<file path="src/rtl/cpu_pkg.sv">
// Shared CPU definitions: register-file geometry, the register address
// type, and the destination-register select used by the upstream mux.
package cpu_pkg;

   localparam int unsigned DATA_W   = 32;
   localparam int unsigned ADDR_W   = 5;
   localparam int unsigned NUM_REGS = 2 ** ADDR_W;

   typedef logic [ADDR_W-1:0] reg_addr_t;

   // Two-way destination-register select (in0 when sel=0, in1 when sel=1)
   function automatic reg_addr_t dst_sel(input reg_addr_t in0,
                                         input reg_addr_t in1,
                                         input logic      sel);
      return sel ? in1 : in0;
   endfunction

endpackage

</file>
<file path="src/rtl/reg_file.sv">
// Register file: 2**ADDR_W x DATA_W, one write port, two combinational
// read ports, register 0 hard-wired to zero, asynchronous active-high reset.
// Optional macro REG_FILE_BYPASS_EN forwards same-cycle write data to a
// read port whose address matches the (non-zero) write address.
module reg_file
   import cpu_pkg::*;
#(
   parameter int unsigned DATA_W = cpu_pkg::DATA_W,
   parameter int unsigned ADDR_W = cpu_pkg::ADDR_W
) (
   input  logic              clk,
   input  logic              rst,
   input  logic              we,
   input  logic [ADDR_W-1:0] wa,
   input  logic [DATA_W-1:0] wd,
   input  logic [ADDR_W-1:0] ra1,
   input  logic [ADDR_W-1:0] ra2,
   output logic [DATA_W-1:0] rd1,
   output logic [DATA_W-1:0] rd2
);

   localparam int unsigned DEPTH = 2 ** ADDR_W;

   // mem[0] is only ever reset, so it stays zero; reads of r0 are forced
   // to zero anyway so the rule holds independently of storage.
   logic [DATA_W-1:0] mem [DEPTH];

   logic [ADDR_W-1:0] ra [2];
   logic [DATA_W-1:0] rd [2];

   assign ra[0] = ra1;
   assign ra[1] = ra2;
   assign rd1   = rd[0];
   assign rd2   = rd[1];

   // Storage: async clear, then decoded writes; the per-register compare
   // keeps an unknown wa from touching anything while we=0.
   always_ff @(posedge clk or posedge rst) begin
      if (rst) begin
         for (int unsigned i = 0; i < DEPTH; i++) begin
            mem[i] <= '0;
         end
      end else if (we) begin
         for (int unsigned i = 1; i < DEPTH; i++) begin
            if (wa == ADDR_W'(i)) begin
               mem[i] <= wd;
            end
         end
      end
   end

   // Both read ports: identical zero-latency read with r0/reset override
   // and optional write forwarding.
   always_comb begin
      for (int unsigned p = 0; p < 2; p++) begin
         rd[p] = '0;
         if (!rst && ra[p] != '0) begin
            rd[p] = mem[ra[p]];
`ifdef REG_FILE_BYPASS_EN
            if (we && wa == ra[p]) begin
               rd[p] = wd;
            end
`endif
         end
      end
   end

endmodule

</file>
<file path="config.mk">
export PLATFORM = sky130hd
export DESIGN_NAME = reg_file
export DESIGN_NICKNAME = d
export VERILOG_FILES = /design/src/rtl/cpu_pkg.sv /design/src/rtl/reg_file.sv
export SDC_FILE = /design/constraint.sdc
export NUM_CORES = 2
export LEC_CHECK = 0
export CAP_MARGIN = 20
export CORE_ASPECT_RATIO = 0.6
export CORE_MARGIN = 5
export CORE_UTILIZATION = 30
export DETAILED_ROUTE_END_ITERATION = 16
export GPL_ROUTABILITY_DRIVEN = 0
export PLACE_DENSITY_LB_ADDON = 0.08
export SYNTH_ARGS = -nofsm -noshare
export SYNTH_HDL_FRONTEND = slang
export SYNTH_SLANG_ARGS = --single-unit
</file>
<file path="constraint.sdc">
create_clock -name clk -period 29.8 [get_ports clk]
set_clock_uncertainty 0.2 [all_clocks]
set_input_delay 5.96 -clock clk [delete_from_list [all_inputs] [get_ports clk]]
set_output_delay 5.96 -clock clk [all_outputs]
set_load 0.03 [all_outputs]
</file>
==> metrics.txt <==
depth of the worst register-to-register path 1; result of the run finished, final reports clean; height of the die 338 µm; drt via density 5.75; Synthesized Nets 3840; DRC viols 0; largest cells by area after synthesis sky130_fd_sc_hd__dfrtp_1, sky130_fd_sc_hd__mux2_2, sky130_fd_sc_hd__mux4_2; via count of the routed design 35800; Setup Buffers After CTS 0; global route overflow 0; Inst Count DP 6011; post-DP HPWL 137000 µm; clock tree from TritonCTS built; Seq cells post-synth 992; floorplan core area 0.179 mm²; number of flip-flops under the largest register name 992; fillers 17200; Max Root-Sink Buffers 3; sequential cell area fraction in the yosys report 46.0%; power density over the cells 68.3 mW/mm²; Commonest cells post-synth sky130_fd_sc_hd__mux2_2, sky130_fd_sc_hd__dfrtp_1, sky130_fd_sc_hd__mux2i_1; first-pass GRT wire length 318000 µm; share of the synthesized area in the top cell type 46.0%; remaining antenna violation count after routing 0; number of enable flip-flop cells after synthesis 0; per-cell routed wire length 36.5 µm; Cell Rows 120; number of clock buffers inserted by TritonCTS 110; proportion of synthesized flip-flops having asynchronous set or reset 100%; number of cells produced by synthesis 3790; pre-CTS setup slack 12920 ps; pin count of the biggest net entering global routing 118; leakage component of the power 26.2 nW; worst hold path type flip-flop to flip-flop; maxcap violations 0; Hold-fix buffers, CTS 0; via count of the first global-routing pass 36200; total number of H-tree levels 3; Critical Path RT 23640 ps; source-to-sink clock delay at the later pin of the worst-skew pair 730 ps; Critical Path Sink Type primary output; horizontal die dimension 557 µm; netlist area before placement 0.0539 mm²; count of unique library cells instantiated by Yosys 53; net count reported at finish 3803; setup repair after global routing missed its margin false; maximum net fanout on the critical path 117; antenna violations before repair 13; largest area contributor in the netlist sky130_fd_sc_hd__dfrtp_1; final setup TNS 0 ps; highest clock frequency the design can meet 0.0598 GHz; Reg area 0.0248 mm²; share of final-layout standard cells stronger than drive strength 1 45.0%; area of combinational cells with multiple inputs 0.0271 mm²; register containing the most flip-flops in the final layout mem; count of final hold-check violations 0; Port Buffer Count 113; growth of design area from synthesis to finish 13.8%; Final Cycle Share 56.1%; arithmetic-cell share of the synthesized area counting full adders, half adders and majority gates 0%; clock slew seen by the registers of the worst setup and hold paths 60 ps; drt total wl 227000 µm; xor/xnor share of the synthesized area 0%; slew at the pin with the worst max-slew slack 1190 ps; worst setup path category input port to primary output; io pins 114; number of pins with negative max-slew slack in the final report 0; Tot GR Track Use 23.7%; starting utilization of the core area 30.2%; CP startpoint kind input port; Compound-Gate Fraction of Synth Area 5.78%; post-route setup slack 13070 ps; post-layout min period 16730 ps; iteration count of the initial detailed-routing pass 6; Synthesis Warnings 32; most repeated cell in the gate-level netlist after synthesis sky130_fd_sc_hd__mux2_2; Top FF cell, synth sky130_fd_sc_hd__dfrtp_1; number of sinks on the clock net 992; multiplexer share of the synthesized area 41.8%; Resized Gates After CTS 0; relative max-transition margin 19.8%; final cell count without fillers 6221; VDD IR max 0.0452 mV; reg-to-reg slack, setup 28770 ps; Die ar. 0.189 mm²; Min-Delay Path Depth 1; clock root buffer master sky130_fd_sc_hd__clkbuf_16; Finish-stage setup viols 0; largest family of logic cells by synthesized area multiplexers; simple-gate share of the synthesized area 1.95%; Avg Cell Area, Syn 14.2 µm²; leading registers by flop count mem (992); arrival time reported for the critical path endpoint 10570 ps; starting DRC count in detailed routing 2993
layout make-up:
class | count | area share, %
diodes | 3 | 0.0122
clock buffers | 169 | 5.46
clock inverters | 29 | 0.724
inverters | 34 | 0.224
multi-input cells | 2354 | 44.1
flip-flops and latches | 992 | 40.4
well taps | 2379 | 4.85
repair buffers | 261 | 4.20
through the flow:
step                hold slack, ps  util, %  cell area, µm²  power, mW
detailed placement             298     32.1           57400       2.73
CTS                            312     34.3           61200       4.22
floorplan                      270        -           53900       2.41
finish                         311     34.4           61400       4.19
global placement               300     32.0           57100       2.72
global route                   333     34.4           61400       4.37
worst max-delay path, stage by stage:
cell                              delay, ps
sky130_fd_sc_hd__clkdlybuf4s50_1        700
sky130_fd_sc_hd__inv_8                  720
sky130_fd_sc_hd__buf_12                 580
sky130_fd_sc_hd__buf_4                  790
sky130_fd_sc_hd__nand4_1                200
sky130_fd_sc_hd__a222oi_1               520
sky130_fd_sc_hd__buf_4                  240
sky130_fd_sc_hd__clkdlybuf4s50_1        690
cell families (layout without fill, tap and decap cells):
| logic type | after synthesis | count (layout) |
|---|---|---|
| buffers and inverters | 444 | 493 |
| AO/OA/AOI/OAI | 421 | 421 |
| AND/OR/NAND/NOR | 199 | 199 |
| other | 0 | 3 |
| flip-flops | 992 | 992 |
| multiplexers | 1734 | 1734 |
power breakdown:
group	switching [mW]	internal (mW)	total, mW
registers	0.212	1.61	1.82
logic	0.418	0.476	0.894
clock network	0.612	0.863	1.47
total	1.24	2.95	4.19
cell usage in the layout, fill, tap and decap left out, types with 32 or more instances in the layout:
master,n
sky130_fd_sc_hd__a21oi_1,43
sky130_fd_sc_hd__a221o_1,33
sky130_fd_sc_hd__a221oi_1,32
sky130_fd_sc_hd__a22oi_1,82
sky130_fd_sc_hd__a31oi_1,32
sky130_fd_sc_hd__a32oi_1,40
sky130_fd_sc_hd__buf_4,124
sky130_fd_sc_hd__clkbuf_16,115
sky130_fd_sc_hd__clkdlybuf4s50_1,104
sky130_fd_sc_hd__dfrtp_1,992
sky130_fd_sc_hd__mux2_2,1040
sky130_fd_sc_hd__mux2i_1,372
sky130_fd_sc_hd__mux4_2,288
sky130_fd_sc_hd__nand2_1,64
sky130_fd_sc_hd__nand2b_1,37
sky130_fd_sc_hd__o21ai_0,62
layer usage:
layer	share of wire [%]	global-route usage, %
met1	51	37.5
met2	42	33.6
met3	5.3	4.32
met4	1.9	4.48
met5	0	0
path summary, 6_finish.rpt:
| path | to | from |
|---|---|---|
| max in group asynchronous | mem[349] | rst |
| setup reg to reg | mem[237] | mem[237] |
| hold / removal | mem[118] | mem[118] |
| setup / recovery | rd2[11] | rst |
| hold reg to reg | mem[118] | mem[118] |
| min in group asynchronous | mem[641] | rst |
(Power assumes the default switching activity.)
